File: src/rtl/sim_run_ctrl.sv
// Run controller for the CPU bench: sequences the core reset, counts RUN cycles
// and retired writes, and ends the run on a PC self-loop (halt) or a cycle budget.
module sim_run_ctrl #(
    parameter int PC_W         = 32,
    parameter int CNT_W        = 32,
    parameter int RESET_CYCLES = 10,
    parameter int STALL_LIMIT  = 8,
    parameter int MAX_CYCLES   = 100000
) (
    input  logic             clk,
    input  logic             reset,
    input  logic             start,
    input  logic [PC_W-1:0]  pc,
    input  logic             wb_en,
    output logic             cpu_reset,
    output logic             running,
    output logic             done,
    output logic             timeout,
    output logic [CNT_W-1:0] cycle_count,
    output logic [CNT_W-1:0] retire_count,
    output logic [2:0]       dbg_state
);

    localparam int HOLD_W = (RESET_CYCLES > 1) ? $clog2(RESET_CYCLES) : 1;
    localparam int RL_W   = $clog2(STALL_LIMIT + 1);

    localparam logic [HOLD_W-1:0] HOLD_LAST = HOLD_W'(RESET_CYCLES - 1);
    localparam logic [RL_W-1:0]   STALL_C   = RL_W'(STALL_LIMIT);
    localparam logic [RL_W-1:0]   RL_ONE    = RL_W'(1);
    localparam logic [CNT_W-1:0]  MAX_C     = CNT_W'(MAX_CYCLES);
    localparam logic [CNT_W-1:0]  CNT_ONE   = CNT_W'(1);

    typedef enum logic [2:0] {
        S_IDLE       = 3'd0,
        S_RESET_HOLD = 3'd1,
        S_RUN        = 3'd2,
        S_DONE       = 3'd3,
        S_TIMEOUT    = 3'd4
    } state_t;

    state_t            r_state;
    logic              r_cpu_reset;
    logic              r_running;
    logic              r_done;
    logic              r_timeout;
    logic [CNT_W-1:0]  r_cycle_count;
    logic [CNT_W-1:0]  r_retire_count;
    logic [HOLD_W-1:0] r_hold_cnt;
    logic [RL_W-1:0]   r_run_len;
    logic [PC_W-1:0]   r_last_pc;
    logic              r_last_valid;

    logic              w_pc_same;
    logic [RL_W-1:0]   w_run_len_next;
    logic [CNT_W-1:0]  w_cycle_next;
    logic [CNT_W-1:0]  w_retire_next;
    logic              w_halt;
    logic              w_budget_out;

    // run_len never exceeds STALL_LIMIT-1 while in RUN, so the increment cannot wrap.
    assign w_pc_same      = r_last_valid && (pc == r_last_pc);
    assign w_run_len_next = w_pc_same ? (r_run_len + RL_ONE) : RL_ONE;
    assign w_cycle_next   = r_cycle_count + CNT_ONE;
    assign w_retire_next  = r_retire_count + {{(CNT_W-1){1'b0}}, wb_en};
    assign w_halt         = (w_run_len_next == STALL_C);
    assign w_budget_out   = (w_cycle_next == MAX_C);

    always_ff @(posedge clk) begin
        if (reset) begin
            r_state        <= S_IDLE;
            r_cpu_reset    <= 1'b1;
            r_running      <= 1'b0;
            r_done         <= 1'b0;
            r_timeout      <= 1'b0;
            r_cycle_count  <= '0;
            r_retire_count <= '0;
            r_hold_cnt     <= '0;
            r_run_len      <= '0;
            r_last_pc      <= '0;
            r_last_valid   <= 1'b0;
        end else begin
            case (r_state)
                S_IDLE: begin
                    r_cpu_reset <= 1'b1;
                    if (start) begin
                        r_state        <= S_RESET_HOLD;
                        r_cycle_count  <= '0;
                        r_retire_count <= '0;
                        r_hold_cnt     <= '0;
                        r_run_len      <= '0;
                        r_last_valid   <= 1'b0;
                    end
                end
                S_RESET_HOLD: begin
                    if (r_hold_cnt == HOLD_LAST) begin
                        r_state     <= S_RUN;
                        r_cpu_reset <= 1'b0;
                        r_running   <= 1'b1;
                        r_hold_cnt  <= '0;
                    end else begin
                        r_hold_cnt <= r_hold_cnt + 1'b1;
                    end
                end
                S_RUN: begin
                    // The edge that ends the run still applies its counter updates.
                    r_cycle_count  <= w_cycle_next;
                    r_retire_count <= w_retire_next;
                    r_run_len      <= w_run_len_next;
                    r_last_pc      <= pc;
                    r_last_valid   <= 1'b1;
                    if (w_halt) begin
                        r_state   <= S_DONE;
                        r_running <= 1'b0;
                        r_done    <= 1'b1;
                    end else if (w_budget_out) begin
                        r_state   <= S_TIMEOUT;
                        r_running <= 1'b0;
                        r_timeout <= 1'b1;
                    end
                end
                S_DONE, S_TIMEOUT: begin
                    if (start) begin
                        r_state        <= S_RESET_HOLD;
                        r_cpu_reset    <= 1'b1;
                        r_done         <= 1'b0;
                        r_timeout      <= 1'b0;
                        r_cycle_count  <= '0;
                        r_retire_count <= '0;
                        r_hold_cnt     <= '0;
                        r_run_len      <= '0;
                        r_last_valid   <= 1'b0;
                    end
                end
                default: begin
                    r_state     <= S_IDLE;
                    r_cpu_reset <= 1'b1;
                    r_running   <= 1'b0;
                    r_done      <= 1'b0;
                    r_timeout   <= 1'b0;
                end
            endcase
        end
    end

    assign cpu_reset    = r_cpu_reset;
    assign running      = r_running;
    assign done         = r_done;
    assign timeout      = r_timeout;
    assign cycle_count  = r_cycle_count;
    assign retire_count = r_retire_count;
    assign dbg_state    = r_state;

endmodule

File: config.mk
export PLATFORM = sky130hd
export DESIGN_NAME = sim_run_ctrl
export DESIGN_NICKNAME = d
export VERILOG_FILES = /design/src/rtl/sim_run_ctrl.sv
export SDC_FILE = /design/constraint.sdc
export NUM_CORES = 1
export LEC_CHECK = 0
export ABC_CLOCK_PERIOD_IN_PS = 2700
export CORE_ASPECT_RATIO = 0.8
export CORE_MARGIN = 2
export CORE_UTILIZATION = 43
export DETAILED_ROUTE_END_ITERATION = 16
export PLACE_DENSITY = 0.67
export SETUP_SLACK_MARGIN = 0.2
export SLEW_MARGIN = 20
export SYNTH_ARGS = -nofsm -noshare
export SYNTH_HDL_FRONTEND = slang
export SYNTH_SLANG_ARGS = --single-unit
File: constraint.sdc
create_clock -name clk -period 2.7 [get_ports clk]
set_input_delay 0.27 -clock clk [delete_from_list [all_inputs] [get_ports clk]]
set_output_delay 0.27 -clock clk [all_outputs]
set_load 0.02 [all_outputs]
# Word level (Yosys, flattened, before mapping)
# Cells that the tools add are included.
# totals
regBits,112
in_bits,36
output_inout_bits,71
wordCells,74
# classes
addsub,4
n_eq_ne,15
muxes,27
bitwise,3
reduce_logical,14
# ops
operator,count
32-bit case mux with 2 select lines,2
32-bit by 1-bit adder with 32-bit output,1
"32-bit by 1-bit adder with 32-bit output, second input constant",1
"32-bit by 17-bit equality test with 1-bit output, second input constant",1
32-bit equality test,1
32-bit 2-to-1 mux,1
4-bit case mux with 2 select lines,2
3-bit 2-to-1 mux,4
4-bit 2-to-1 mux,3
1-bit case mux with 3 select lines,4
3-bit AND reduction,4
"2-bit inequality test, second input constant",5
1-bit 2-to-1 mux,9
3-bit case mux with 3 select lines,1
"4-bit by 1-bit adder with 4-bit output, second input constant",2
"4-bit equality test, second input constant",2
"3-bit by 2-bit equality test with 1-bit output, second input constant",2
2-bit AND reduction,2
4-bit AND reduction,1
2-bit nonzero test,2
2-bit OR reduction,2
"3-bit by 1-bit equality test with 1-bit output, second input constant",1
"3-bit equality test, second input constant",1
3-bit zero test,1
other kinds (6),8

# Depth between registers and ports, before layout
# logic_depth
ltp_word,6
ltp_mapped,10
ltp_nobuf,9

# Worst setup path after synthesis
# Ideal clock, no wire load.
# synth_path
kind,reg2reg
from,register r_cycle_count[0] (netlist: cycle_count[0])
to,register r_state[1] (netlist: dbg_state[1])
setup_time_ns,0.120
t_arrival_ns,2.552
required_time_ns,2.580
path_slack_ns,0.028
path_stages_with_launch,10
path_buffers,1
period_less_slack_ns,2.672
cell_sequence,dfxtp_1 -> ha_1 -> nand3_1 -> clkbuf_1 -> nor3_2 -> nand4_1 -> a211o_1 -> nor4_2 -> nand2_1 -> o31a_1
# synth_between
elab_chain_cells,4
# synth_rtl
element,line,text
"start, declared",46,logic [CNT_W-1:0] r_cycle_count;
"start signal, assigned",106,r_cycle_count <= w_cycle_next;
32-bit by 1-bit adder with 32-bit output,63,assign w_cycle_next = r_cycle_count + CNT_ONE;
32-bit by 17-bit equality test with 1-bit output,66,assign w_budget_out = (w_cycle_next == MAX_C);
3-bit inequality test (no source line),n/a,
3-bit AND reduction (no source line),n/a,
"end signal, assigned",70,r_state <= S_IDLE;
"end signal, assigned",86,r_state <= S_RESET_HOLD;
"end signal, assigned",96,r_state <= S_RUN;
"end, declared",41,state_t r_state;
# No other way between the ends.
# A chain may end at the register's enable or synchronous reset.

# Final worst setup path
# layout_path
from,register r_cycle_count[20] (netlist: cycle_count[20])
to,register r_state[1] (netlist: dbg_state[1])
# The elaborated chain is that of the path after synthesis.

==> impl_metrics.env <==
export IMPL_clkTransAtPathRegs_ps=80
export IMPL_vias=6338
export IMPL_syn_area_per_cell_um2=7.61
export IMPL_timing_final_crit_share_pct=90.0
export IMPL_cts_buffer_depth=2
export IMPL_grtUsageTotal_pct=23.0
export IMPL_fmax_mhz=412
export IMPL_cts_tree="done"
export IMPL_ys_seq_area_share_pct=36.0
export IMPL_status="completed"
export IMPL_row_count=39
export IMPL_yosys_warnings=0
export IMPL_antenna_left=0
export IMPL_drive_gt1_share_pct=13.4
export IMPL_synth_flop_cell="dfxtp_1"
export IMPL_antenna_cells=0
export IMPL_synth_common_cells="nand2_1 (130), dfxtp_1 (112), a21oi_1 (88), nor2_1 (68), clkbuf_1 (45)"
export IMPL_drv_slew=0
export IMPL_core_um2=14200
export IMPL_whs_ps=329
export IMPL_io_pins=107
export IMPL_path_depth=7
export IMPL_synth_edf_count=0
export IMPL_rsz0062_at_grt="yes"
export IMPL_crit_top_cell="o31a_1"
export IMPL_worstPathArrival_ps=2690
export IMPL_synth_top_area_cell="dfxtp_1"
export IMPL_crit_type="flop to flop"
export IMPL_cts_setup_buffers=0
export IMPL_synth_fp_nets=861
export IMPL_clock_latency_ps=370
export IMPL_min_path_type="primary input to flop"
export IMPL_cts_root_buf="clkbuf_16"
export IMPL_r2r_cells=7
export IMPL_start_util_pct=43.9
export IMPL_drtIter0Drc=486
export IMPL_grt_overflow=0
export IMPL_yosysUniqueCellTypes=64
export IMPL_endpoint_kind="flop"
export IMPL_setup_violations=0
export IMPL_min_to="retire_count[21]"
export IMPL_htreeDepth=3
export IMPL_die_h_um=112
export IMPL_syn2layout_area_growth_pct=31.2
export IMPL_synth_cells=818
export IMPL_p_leak_uw=0.00274
export IMPL_r2r_slack_ps=270
export IMPL_crit_fanout=5
export IMPL_final_hold_violation_count=0
export IMPL_dp_hpwl_um=12900
export IMPL_netlist_top_cells_area="dfxtp_1 (36%), nand2_1 (7.8%), a21oi_1 (7.1%)"
export IMPL_yosysTopAreaCellShare_pct=36.0
export IMPL_syn_cell_area_um2=6230
export IMPL_min_path_cells=2
export IMPL_finalWorstPathRequiredPeriod_ps=2430
export IMPL_grt_pass1_vias=5716
export IMPL_crit_chain="nand4_1, or4_4, o31a_1, a211o_1, nor4_2, nand2_1, o31a_1"
export IMPL_wl_um=17900
export IMPL_cap_violations=0
export IMPL_synth_most_common_cell="nand2_1"
export IMPL_postSynth_asyncResetShare_pct=0
export IMPL_slowest_stage="or4_4"
export IMPL_cts_hold_buf=0
export IMPL_worstReg2RegEnd="dbg_state[1]"
export IMPL_dr_pass1_iters=5
export IMPL_cpLargestDelayFamily="simple AND/OR/NAND/NOR gates"
export IMPL_wl_per_cell_um=15.8
export IMPL_p_total_uw=3190
export IMPL_r2r_start="cycle_count[20]"
export IMPL_p_per_area_nw_per_um2=390
export IMPL_required_ps=2960
export IMPL_dieArea_um2=15500
export IMPL_numClockSinks=112
export IMPL_slowest_delay_ps=500
export IMPL_worstSetupStartpointType="flop"
export IMPL_min_from="reset"
export IMPL_viasPerCell=5.60
export IMPL_tightest_slew_ps=514
export IMPL_grt_pass1_wl_um=29300
export IMPL_fin_skew_ps=7.88
export IMPL_nets=985
export IMPL_vdd_drop_max_mv=0.322
export IMPL_final_setup_tns_ps=0
export IMPL_relSlewSlack_pct=65.6
export IMPL_io_buffers=106
export IMPL_synth_seq_cells=112
export IMPL_die_width_um=139
export IMPL_crit_buf_inv=0
export IMPL_drc=0
export IMPL_antenna_found_initial=0
export IMPL_cts_buffers=9
export IMPL_grt_max_degree=47
export IMPL_gp_congestion=0.982
through the flow:
step	util (%)	area [µm²]	std cells	setup slack [ps]
after floorplan	-	6250	818	191
after global placement	55.1	7820	1115	200
after detailed placement	55.1	7820	1115	179
after CTS	57.2	8120	1131	237
after global routing	57.5	8170	1131	139
final	57.5	8170	1131	271
power by group:
group | total [µW] | internal (µW) | switching [µW]
Sequential | 1660 | 1650 | 7.58
Clock | 1330 | 646 | 685
Combinational | 199 | 89.9 | 109
layer usage:
metal  part of all wire, %  routed length, µm  global-route usage [%]  vias up
met5                     0                  0                       0        -
met4                   1.1                204                    6.26        0
met3                   7.1               1270                    5.51       19
met2                    41               7400                    33.4      211
met1                    50               9030                    34.1     2920
li1                      -                  -                       -     3188
kinds of logic (layout without fill, tap and decap cells):
logic type	count (synthesis)	after routing	synth area share (%)
flops	112	112	36.0
xor+xnor	42	42	5.91
buf+inv	67	196	4.28
simple gates	390	390	31.7
compound gates	188	188	18.6
mux	12	12	2.13
fa+ha+maj	7	7	1.41
how the worst max path moves through the flow:
stage | start | slack, ps | to
2_1_floorplan | cycle_count[13] | 190 | dbg_state[1]
3_3_place_gp | wb_en | 200 | retire_count[30]
3_5_place_dp | pc[14] | 180 | timeout
4_1_cts | cycle_count[20] | 240 | dbg_state[1]
5_1_grt | cycle_count[0] | 140 | running
6_report | cycle_count[20] | 270 | dbg_state[1]
repair_timing:
action | in CTS | in global routing
pin swaps | 0 | 1
setup endpoints to repair | 2 | 4
resized for setup | 2 | 11
gates cloned | 0 | 0
placed cells by master, fill, tap and decap left out, drive strengths merged, types with 14 or more instances in the layout:
| master | count |
|---|---|
| nor3 | 17 |
| o21ai | 29 |
| dfxtp | 112 |
| nor2 | 68 |
| or3 | 14 |
| a21oi | 88 |
| and3 | 18 |
| nor4 | 15 |
| clkdlybuf4s50 | 105 |
| nand2 | 130 |
| inv | 14 |
| nand3 | 33 |
| nand4 | 34 |
| buf | 64 |
| xnor2 | 34 |
cell type report:
type                    instances  area [µm²]
inverters                      11        41.3
clock inverters                 7        62.6
clock buffers                   9         225
multi-input cells             639        3780
fillers                      1344        6030
well taps                     184         230
repair buffers                169        1570
flip-flops and latches        112        2260
registers in the layout, summed over array words and instances, names as in the netlist:
signal,cells
timeout,1
cycle_count,32
r_run_len,4
cpu_reset,1
r_hold_cnt,4
r_last_pc,32
dbg_state,3
done,1
running,1
retire_count,32
r_last_valid,1
Note: power is estimated with default switching activity, not from simulation.
